--- src/rtl/fsm_stim_sequencer.sv ---
// Plays a fixed {i2,i1} table onto a pattern detector, one entry per dwell window.
// Outputs trail the state register by one clock; abort clears them on the same edge.
module fsm_stim_sequencer #(
    parameter int          NUM_STEPS = 11,
    parameter logic [31:0] PATTERN   = 32'h002E_2D2D,
    parameter int          DW        = 16
) (
    input  logic          clk,
    input  logic          reset,
    input  logic          start,
    input  logic          abort,
    input  logic          loop_en,
    input  logic [DW-1:0] dwell,
    output logic          i2,
    output logic          i1,
    output logic          busy,
    output logic          done,
    output logic [3:0]    step_idx,
    output logic [7:0]    run_cnt
);

    typedef enum logic [1:0] {
        IDLE  = 2'd0,
        DRIVE = 2'd1,
        FIN   = 2'd2
    } state_t;

    localparam logic [3:0] LAST = 4'(NUM_STEPS - 1);

    state_t        state, state_n;
    logic [DW-1:0] dwell_q, dwell_n;
    logic [DW-1:0] cnt, cnt_n;
    logic [3:0]    step, step_n;
    logic [1:0]    pat_n;
    logic [3:0]    step_out_n;
    logic          done_n;
    logic          busy_n;
    logic [7:0]    run_cnt_n;

    always_ff @(posedge clk or negedge reset) begin
        if (!reset) begin
            state    <= IDLE;
            dwell_q  <= DW'(1);
            cnt      <= '0;
            step     <= '0;
            i2       <= 1'b0;
            i1       <= 1'b0;
            busy     <= 1'b0;
            done     <= 1'b0;
            step_idx <= '0;
            run_cnt  <= '0;
        end else begin
            state    <= state_n;
            dwell_q  <= dwell_n;
            cnt      <= cnt_n;
            step     <= step_n;
            {i2, i1} <= pat_n;
            busy     <= busy_n;
            done     <= done_n;
            step_idx <= step_out_n;
            run_cnt  <= run_cnt_n;
        end
    end

    always_comb begin
        state_n    = state;
        dwell_n    = dwell_q;
        cnt_n      = cnt;
        step_n     = step;
        pat_n      = 2'b00;
        step_out_n = '0;
        done_n     = 1'b0;
        run_cnt_n  = run_cnt;

        unique case (state)
            IDLE: begin
                if (start && !abort) begin
                    dwell_n = (dwell == '0) ? DW'(1) : dwell;
                    step_n  = '0;
                    cnt_n   = '0;
                    state_n = DRIVE;
                end
            end
            DRIVE: begin
                pat_n      = PATTERN[{step, 1'b0} +: 2];
                step_out_n = step;
                if (cnt == dwell_q - 1'b1) begin
                    cnt_n = '0;
                    if (step == LAST) begin
                        state_n = FIN;
                    end else begin
                        step_n = step + 4'd1;
                    end
                end else begin
                    cnt_n = cnt + 1'b1;
                end
            end
            FIN: begin
                done_n = 1'b1;
                if (run_cnt != 8'hFF) begin
                    run_cnt_n = run_cnt + 8'd1;
                end
                if (loop_en) begin
                    step_n  = '0;
                    cnt_n   = '0;
                    state_n = DRIVE;
                end else begin
                    state_n = IDLE;
                end
            end
            default: begin
                state_n = IDLE;
            end
        endcase

        // Abort outranks completion: no pulse, no count, outputs cleared now.
        if (abort && state != IDLE) begin
            state_n    = IDLE;
            cnt_n      = '0;
            step_n     = '0;
            pat_n      = 2'b00;
            step_out_n = '0;
            done_n     = 1'b0;
            run_cnt_n  = run_cnt;
        end

        busy_n = (state_n != IDLE);
    end

endmodule

--- config.mk ---
export PLATFORM = sky130hd
export DESIGN_NAME = fsm_stim_sequencer
export DESIGN_NICKNAME = d
export VERILOG_FILES = /design/src/rtl/fsm_stim_sequencer.sv
export SDC_FILE = /design/constraint.sdc
export NUM_CORES = 1
export LEC_CHECK = 0
export ABC_AREA = 1
export BUFFER_PORTS_ARGS = -buffer_cell sky130_fd_sc_hd__buf_2
export CORE_ASPECT_RATIO = 1.1
export CORE_MARGIN = 8
export CORE_UTILIZATION = 58
export DETAILED_ROUTE_END_ITERATION = 10
export PLACE_DENSITY_LB_ADDON = 0.15
export SLEW_MARGIN = 40
export SYNTH_ARGS = -nofsm -noshare
export SYNTH_HDL_FRONTEND = slang
export SYNTH_SLANG_ARGS = --single-unit
--- constraint.sdc ---
create_clock -name clk -period 2.59 [get_ports clk]
set_clock_uncertainty 0.05 [all_clocks]
set_input_delay 0.1295 -clock clk [delete_from_list [all_inputs] [get_ports clk]]
set_output_delay 0.1295 -clock clk [all_outputs]
set_load 0.02 [all_outputs]
# Yosys cells after proc, flatten, opt, wreduce, memory -nomap -nowiden
# Cells that the tools add are included.
word_totals:
  inputBits: 21
  out_inout_bits: 16
  elab_cells: 61
  register_bits: 54
classes:
  shifts: 1
  bitwise_logic: 1
  eq_ne: 9
  muxes: 24
  n_reduce_logical: 12
  n_addsub: 4
ops:
  columns: ["cell", "count"]
  rows:
  - ["2-to-1 mux 16 bit", 5]
  - ["one-hot mux 16 bit (3 select lines)", 1]
  - ["variable part select 32 x 6 -> 2 bit (first input constant)", 1]
  - ["2-to-1 mux 4 bit", 7]
  - ["adder 16 x 1 -> 16 bit (second input constant)", 1]
  - ["equality test 16 bit", 1]
  - ["zero test 16 bit", 1]
  - ["subtractor 16 x 1 -> 16 bit (second input constant)", 1]
  - ["2-to-1 mux 2 bit", 6]
  - ["inequality test 3 bit (second input constant)", 4]
  - ["one-hot mux 4 bit (3 select lines)", 1]
  - ["adder 8 x 1 -> 8 bit (second input constant)", 1]
  - ["inequality test 8 bit (second input constant)", 1]
  - ["one-hot mux 2 bit (3 select lines)", 1]
  - ["AND reduction 3 bit", 2]
  - ["AND reduction 5 bit", 1]
  - ["adder 4 x 1 -> 4 bit (second input constant)", 1]
  - ["equality test 4 bit (second input constant)", 1]
  - ["nonzero test 2 bit", 2]
  - ["nonzero test 4 bit", 1]
  - ["2-to-1 mux 1 bit", 3]
  - ["equality test 2 x 1 -> 1 bit (second input constant)", 1]
  - ["equality test 2 bit (second input constant)", 1]
  - ["logical AND 1 bit", 2]
  - ["4 further kinds", 4]

# Depth between registers and ports, before layout
# Gate-level depths: netlist of the first run.
logic_depth:
  depth_word: 6
  mapped_depth: 17
  mapped_depth_nobuf: 16

# Worst setup path after synthesis of the first run
# Ideal clock, no wire load.
synth_path:
  path_type: "register -> register"
  from: "reg dwell_q[0]"
  to: "reg step[0]"
  required_ns: 2.423
  slack_ns: 0.560
  synth_period_minus_slack_ns: 2.030
  arrival_ns: 1.863
  stages_incl_launch_ff: 15
  path_buffers: 1
  setup_time_ns: 0.117
  path_cell_list: "dfstp_2 -> inv_2 -> ha_1 -> nand2_1 -> nand2_1 -> xor2_1 -> nor2_1 -> nand3b_4 -> nor2_4 -> nand2_2 -> nand2_2 -> buf_6 -> nand3_4 -> nand2_1 -> nand2_1"
synth_via:
  elab_chain_cells: 4
synth_lines:
  columns: ["element", "line", "rtl"]
  rows:
  - ["start, declared", "31", "logic [DW-1:0] dwell_q, dwell_n;"]
  - ["start signal, assigned", "54", "dwell_q <= dwell_n;"]
  - ["subtractor 16 x 1 -> 16 bit", "87", "if (cnt == dwell_q - 1'b1) begin"]
  - ["equality test 16 bit", "87", null]
  - ["inequality test 3 bit (no line)", null, null]
  - ["AND reduction 5 bit (no line)", null, null]
  - ["end signal, assigned", "56", "step <= step_n;"]
  - ["end, declared", "33", "logic [3:0] step, step_n;"]
# Every way passes these cells.
# A chain may end at the register's enable or synchronous reset.

# Final worst setup path of the first run
layout_path:
  from: "reg dwell_q[0]"
  to: "reg step[1]"
# The elaborated chain is that of the path after synthesis.

==> impl_metrics.yaml, run 1 <==
power:
  power_frac_comb_pct: 40.9
  clockPowerShare_pct: 19.1
  switchingPower_mw: 1.28
  leakage_nw: 1.90
  vdd_drop_max_uv: 425
  netSwitchingFraction_pct: 42.2
  power_density_mw_per_mm2: 824
  report.power.total_mw: 3.03
  p_int_mw: 1.75
  seqPwrFrac_pct: 39.9
sta:
  setup_viol: 0
  fin_crit_sh_pct: 92.3
  max-slew-margin-rel_pct: 59.1
  holdWs_ns: 0.00155
  max_freq_ghz: 0.418
  rsz0062_at_grt: "no"
  maxSlewViolCount: 0
  fin_tns_setup_ns: 0
  tightest_slew_ns: 0.613
  fin_crit_ns: 2.39
  hold_viol: 0
floorplanning:
  io_pins: 37
  die_h_um: 93.7
  core_mm2: 0.00533
  die_area_mm2: 0.00811
  die-width_um: 86.6
  fp-row-count: 28
  initial_utilization_pct: 59.8
detailed_routing:
  num_vias: 2776
  vias_per_cell: 5.09
  drt_iter0_drc: 116
  dr.pass1.iters: 4
  drc: 0
  routed_wl_um: 7160
  wl_per_cell_um: 13.1
  ant_nets: 0
place:
  hpwlAfterDp_um: 5290
  port_buffers: 36
  dp.cells: 524
  gp_congestion: 0.816
critical_path:
  crit_start: "dwell_q[0]"
  required_ns: 2.75
  cp_max_fo: 20
  max_stage_delay_ns: 0.56
  crit_path_start_kind: "flip-flop"
  endpoint: "step[1]"
  rr_startpoint: "dwell_q[0]"
  reg2reg_setup_slack_ns: 0.20
  reg2reg_to: "step[1]"
  endpoint_kind: "flip-flop"
  crit_slowest_cell: "dfstp_2"
  crit_chain: "inv_2 > ha_1 > nand2_1 > nand2_1 > xor2_1 > nor2_1 > nand3b_4 > nor2_4 > nand2_2 > nand2_2 > nand3_4 > nand2_1 > nand2_1"
  worst_r2r_path_depth: 13
  setup.worst_path.class: "flip-flop to flip-flop"
  crit_path_frequent_cell: "nand2_1"
  arrival_ns: 2.55
global_route:
  grt_usage_pct: 19.2
  grt_pass1_wl_um: 12600
  grt_max_degree: 29
  grt_overflow: 0
  antenna_found_initial: 0
  grt_pass1_vias: 2823
clock_network:
  cts_root_buffer: "clkbuf_8"
  clk_latency_ns: 0.31
  cts_max_level: 2
  clkSinkCount: 54
  cts_tree: "built"
  clock_path_buffers: 2
  cts-resized-gates: 0
  clk_pin_slew_ns: 0.10
  cts_buffers: 5
finish:
  syn_to_final_growth_pct: 15.5
  multi_input_area_mm2: 0.00162
  stdcell_count: 545
  nNetsFinal: 497
  fill_cells: 469
  antenna_cells: 0
  drive_gt1_share_pct: 15.5
  regArea_mm2: 0.00135
yosys:
  synth_top_cell_area_share_pct: 41.7
  synthCells: 418
  avgSynthCellArea_um2: 7.61
  ys.flop_type: "dfrtp_1"
  ys_seq_area_share_pct: 42.5
  synth_area_mm2: 0.00318
  synth_commonest_cells: "nand2_1 (132), dfrtp_1 (53), nor2_1 (42), inv_1 (40), xor2_1 (23)"
  synth_edf_count: 0
  yosys_warnings: 0
  syn-num-nets: 446
  synth_top_area_cell: "dfrtp_1"
  netlist_top_cells_area: "dfrtp_1 (42%), nand2_1 (16%), xor2_1 (6.3%)"
  synthArstFlopShare_pct: 100
  synth-seq-cells: 54
  synthMostInstantiatedCell: "nand2_1"
  synth_cell_type_count: 35
flow_run:
  drv_cap: 0
status:
  status: "finished clean"
hold_path:
  hold_path_class: "input pin to flip-flop"
  hold_depth: 3
## how the worst min path moves through the flow
stage / start / end / slack, ns
2_1_floorplan: reset / busy / -0.22
3_3_place_gp: reset / dwell_q[3] / 0.11
3_5_place_dp: reset / dwell_q[3] / 0.13
4_1_cts: dwell[1] / dwell_q[1] / 0.0008
5_1_grt: dwell[15] / dwell_q[15] / 0.02
6_report: dwell[15] / dwell_q[15] / 0.002
## what timing repair did
item / CTS / global route
endpoints found under the hold margin: 37 / 0
setup buffers: 0 / 0
endpoints found under the setup margin: 0 / 0
hold buffers: 13 / 0
## layout by cell type, fill, tap and decap left out, types with 8 or more instances in the layout
cell / synthesis / layout
dfrtp_1: 53 / 53
nor2_1: 42 / 42
a21oi_1: 14 / 14
inv_1: 40 / 40
nand2_1: 132 / 132
nand3_1: 20 / 20
dlygate4sd3_1: 0 / 13
o21ai_0: 12 / 12
nand4_1: 9 / 9
nor2_2: 8 / 8
xor2_1: 23 / 23
buf_2: 2 / 36
## stage by stage
| step | area (um2) | setup slack, ns | utilization, % |
|---|---|---|---|
| floorplan | 3180 | 0.560 | - |
| global placement | 3430 | 0.283 | 64.5 |
| detailed placement | 3430 | 0.198 | 64.5 |
| CTS | 3670 | 0.211 | 69.0 |
| global route | 3670 | 0.00268 | 69.0 |
| finish | 3670 | 0.200 | 69.0 |
## power by group through the flow
stage	Combinational, mW	Clock [mW]	Sequential, mW
after floorplan	0.962	0	1.20
after global placement	1.19	0	1.22
after detailed placement	1.22	0	1.22
after CTS	1.24	0.587	1.21
after global routing	1.42	0.610	1.24
final	1.24	0.579	1.21
## critical path, delay by kind of cell (launching register included)
kind,cells,cell delay (ns)
and+or+nand+nor,10,1.25
xor gates and xnor gates,1,0.14
buffers and inverters,1,0.06
DFF,1,0.56
adders and majority gates,1,0.23
## metal layers
metal | global-route usage (%) | wire, um
met1 | 22.9 | 3290
met2 | 32.7 | 3390
met3 | 4.37 | 324
met4 | 7.04 | 153
met5 | 0 | 0
## logic make-up (layout without fill, tap and decap cells)
group / after synthesis / after routing / synth area share, %
fa+ha+maj: 7 / 7 / 2.75
simple gates: 241 / 241 / 34.3
xor+xnor: 29 / 29 / 7.98
buf+inv: 52 / 104 / 6.45
compound gates: 35 / 35 / 6.02
flops: 54 / 54 / 42.5
## state kept, by name (all words and copies together) (netlist names)
| name | count |
|---|---|
| busy | 1 |
| cnt | 16 |
| done | 1 |
| dwell_q | 16 |
| i1 | 1 |
| i2 | 1 |
| run_cnt | 8 |
| state | 2 |
| step | 4 |
| step_idx | 4 |
## cell type report
type / instances / share of cell area, %
sequential: 54 / 36.8
clock inverter: 2 / 1.02
inverter: 45 / 4.60
timing repair buffer: 51 / 8.85
clock buffer: 6 / 1.97
tap: 75 / 2.55
multi-input combinational: 312 / 44.2
(Power assumes the default switching activity.)
==> run 2, diff against run 1 <==
Settings changed: CORE_MARGIN 8 to 2.
==> impl_metrics.yaml, run 2 (synthesis gave the netlist of run 1 again) <==
detailed_routing:
  drc: 0
  dr.pass1.iters: 4
  drt_iter0_drc: 123
  ant_nets: 0
  routed_wl_um: 6680
  vias_per_cell: 5.04
  num_vias: 2755
  wl_per_cell_um: 12.2
critical_path:
  crit_slowest_cell: "dfstp_2"
  cp_num_buf_inv: 1
  endpoint_kind: "flip-flop"
  cp_max_fo: 20
  crit_path_start_kind: "flip-flop"
  path_delay_family: "simple AND/OR/NAND/NOR gates"
  crit_chain: "inv_2 > ha_1 > nand2_1 > nand2_1 > xor2_1 > nor2_1 > nand3b_4 > nor2_4 > nand2_2 > nand2_4 > nand3_4 > nand2_1 > nand2_1"
  max_stage_delay_ns: 0.56
  crit_path_frequent_cell: "nand2_1"
  arrival_ns: 2.39
  required_ns: 2.75
  setup.worst_path.class: "flip-flop to flip-flop"
hold_path:
  hold_path_class: "input pin to flip-flop"
floorplanning:
  initial_utilization_pct: 59.8
  die-width_um: 74.6
  io_pins: 37
  die_h_um: 81.7
  fp-row-count: 28
  core_mm2: 0.00533
  die_area_mm2: 0.00609
sta:
  hold_viol: 0
  tightest_slew_ns: 0.506
  rsz0062_at_grt: "no"
  holdWs_ns: 0.00838
  fin_tns_setup_ns: 0
  fin_crit_sh_pct: 86.3
  max_freq_ghz: 0.448
  maxSlewViolCount: 0
  finalWorstSetupSlack_ns: 0.355
  fin_crit_ns: 2.23
  max-slew-margin-rel_pct: 66.3
  setup_viol: 0
global_route:
  grt_max_degree: 42
  grt_pass1_wl_um: 11300
  grt_usage_pct: 24.0
  antenna_found_initial: 0
  grt_overflow: 0
  grt_pass1_vias: 2574
power:
  power_density_mw_per_mm2: 798
  vdd_drop_max_uv: 404
  leakage_nw: 1.90
  report.power.total_mw: 2.94
clock_network:
  clk_latency_ns: 0.31
  cts_tree: "built"
  cts_buffers: 5
  cts_root_buffer: "clkbuf_8"
  clock_path_buffers: 2
  cts_max_level: 2
  clk_pin_slew_ns: 0.09
  clkSinkCount: 54
  postCtsSetupBuffers: 0
finish:
  utilization_pct: 69.1
  antenna_cells: 0
  final_area_mm2: 0.00368
  final_common_cell: "nand2_1"
  nNetsFinal: 499
  syn_to_final_growth_pct: 15.7
  fill_cells: 482
  reg_top3: "cnt x16, dwell_q x16, run_cnt x8"
  stdcell_count: 547
  drive_gt1_share_pct: 15.5
  final_cell_mix: "nand2_1 (132), dfrtp_1 (53), nor2_1 (42)"
place:
  dp.cells: 524
  port_buffers: 36
  place_ws_ns: 0.222
  hpwlAfterDp_um: 4960
  dpl_cell_area_mm2: 0.00343
  gp_congestion: 0.815
status:
  status: "finished clean"
flow_run:
  drv_cap: 0
run 2: changes by cell type in the layout (fill, tap and decap cells not counted):
cell	change
nand2_4	+1
dlygate4sd3_1	+2
clkinvlp_4	-1
clkinv_2	+1
nand2_2	-1
bufinv_16	-1
clkbuf_8	+1
run 2: path summary, 6_finish.rpt:
check | from | to | slack [ns] | cells past startpoint
worst min-delay path | dwell[5] | dwell_q[5] | 0.008 | 3
worst max register to register | dwell_q[0] | step[2] | 0.36 | 13
worst max-delay path | dwell_q[0] | step[2] | 0.36 | 13
worst min register to register | step[3] | step[3] | 0.44 | 2
max in group asynchronous | reset | dwell_q[0] | 1.50 | 3
min in group asynchronous | reset | dwell_q[5] | 0.18 | 2
run 2: cell type report:
cell class / instances / area, um2 / share of cell area (%)
inverters: 45 / 169 / 4.59
multi-input cells: 312 / 1630 / 44.3
repair buffers: 53 / 345 / 9.38
clock buffers: 7 / 86.3 / 2.35
flip-flops and latches: 54 / 1350 / 36.7
clock inverters: 1 / 5.00 / 0.136
well taps: 75 / 93.8 / 2.55
run 2: worst register-to-register path: cells and delay by family (launching register included):
| kind | cells | cell delay, ns |
|---|---|---|
| AND/OR/NAND/NOR | 10 | 1.08 |
| flip-flops | 1 | 0.56 |
| adder cells (fa/ha/maj) | 1 | 0.23 |
| XOR/XNOR | 1 | 0.14 |
| buffers and inverters | 1 | 0.06 |
run 2: power breakdown:
group | internal, mW | switching, mW
clock | 0.216 | 0.270
sequential | 1.02 | 0.196
combinational | 0.445 | 0.792
run 2: layer usage:
metal | global-route usage [%] | part of all wire, % | vias to the layer above | wire length, um
li1 | - | - | 1432 | -
met1 | 31.1 | 45 | 1275 | 3030
met2 | 41.8 | 50 | 43 | 3350
met3 | 3.44 | 3.0 | 5 | 201
met4 | 6.96 | 1.3 | 0 | 89
met5 | 0 | 0 | - | 0
run 2: timing repair:
item / 4_1_cts / 5_1_grt
gates resized for setup: 0 / 1
endpoints found under the setup margin: 0 / 4
hold buffers: 15 / 0
endpoints found under the hold margin: 27 / 0
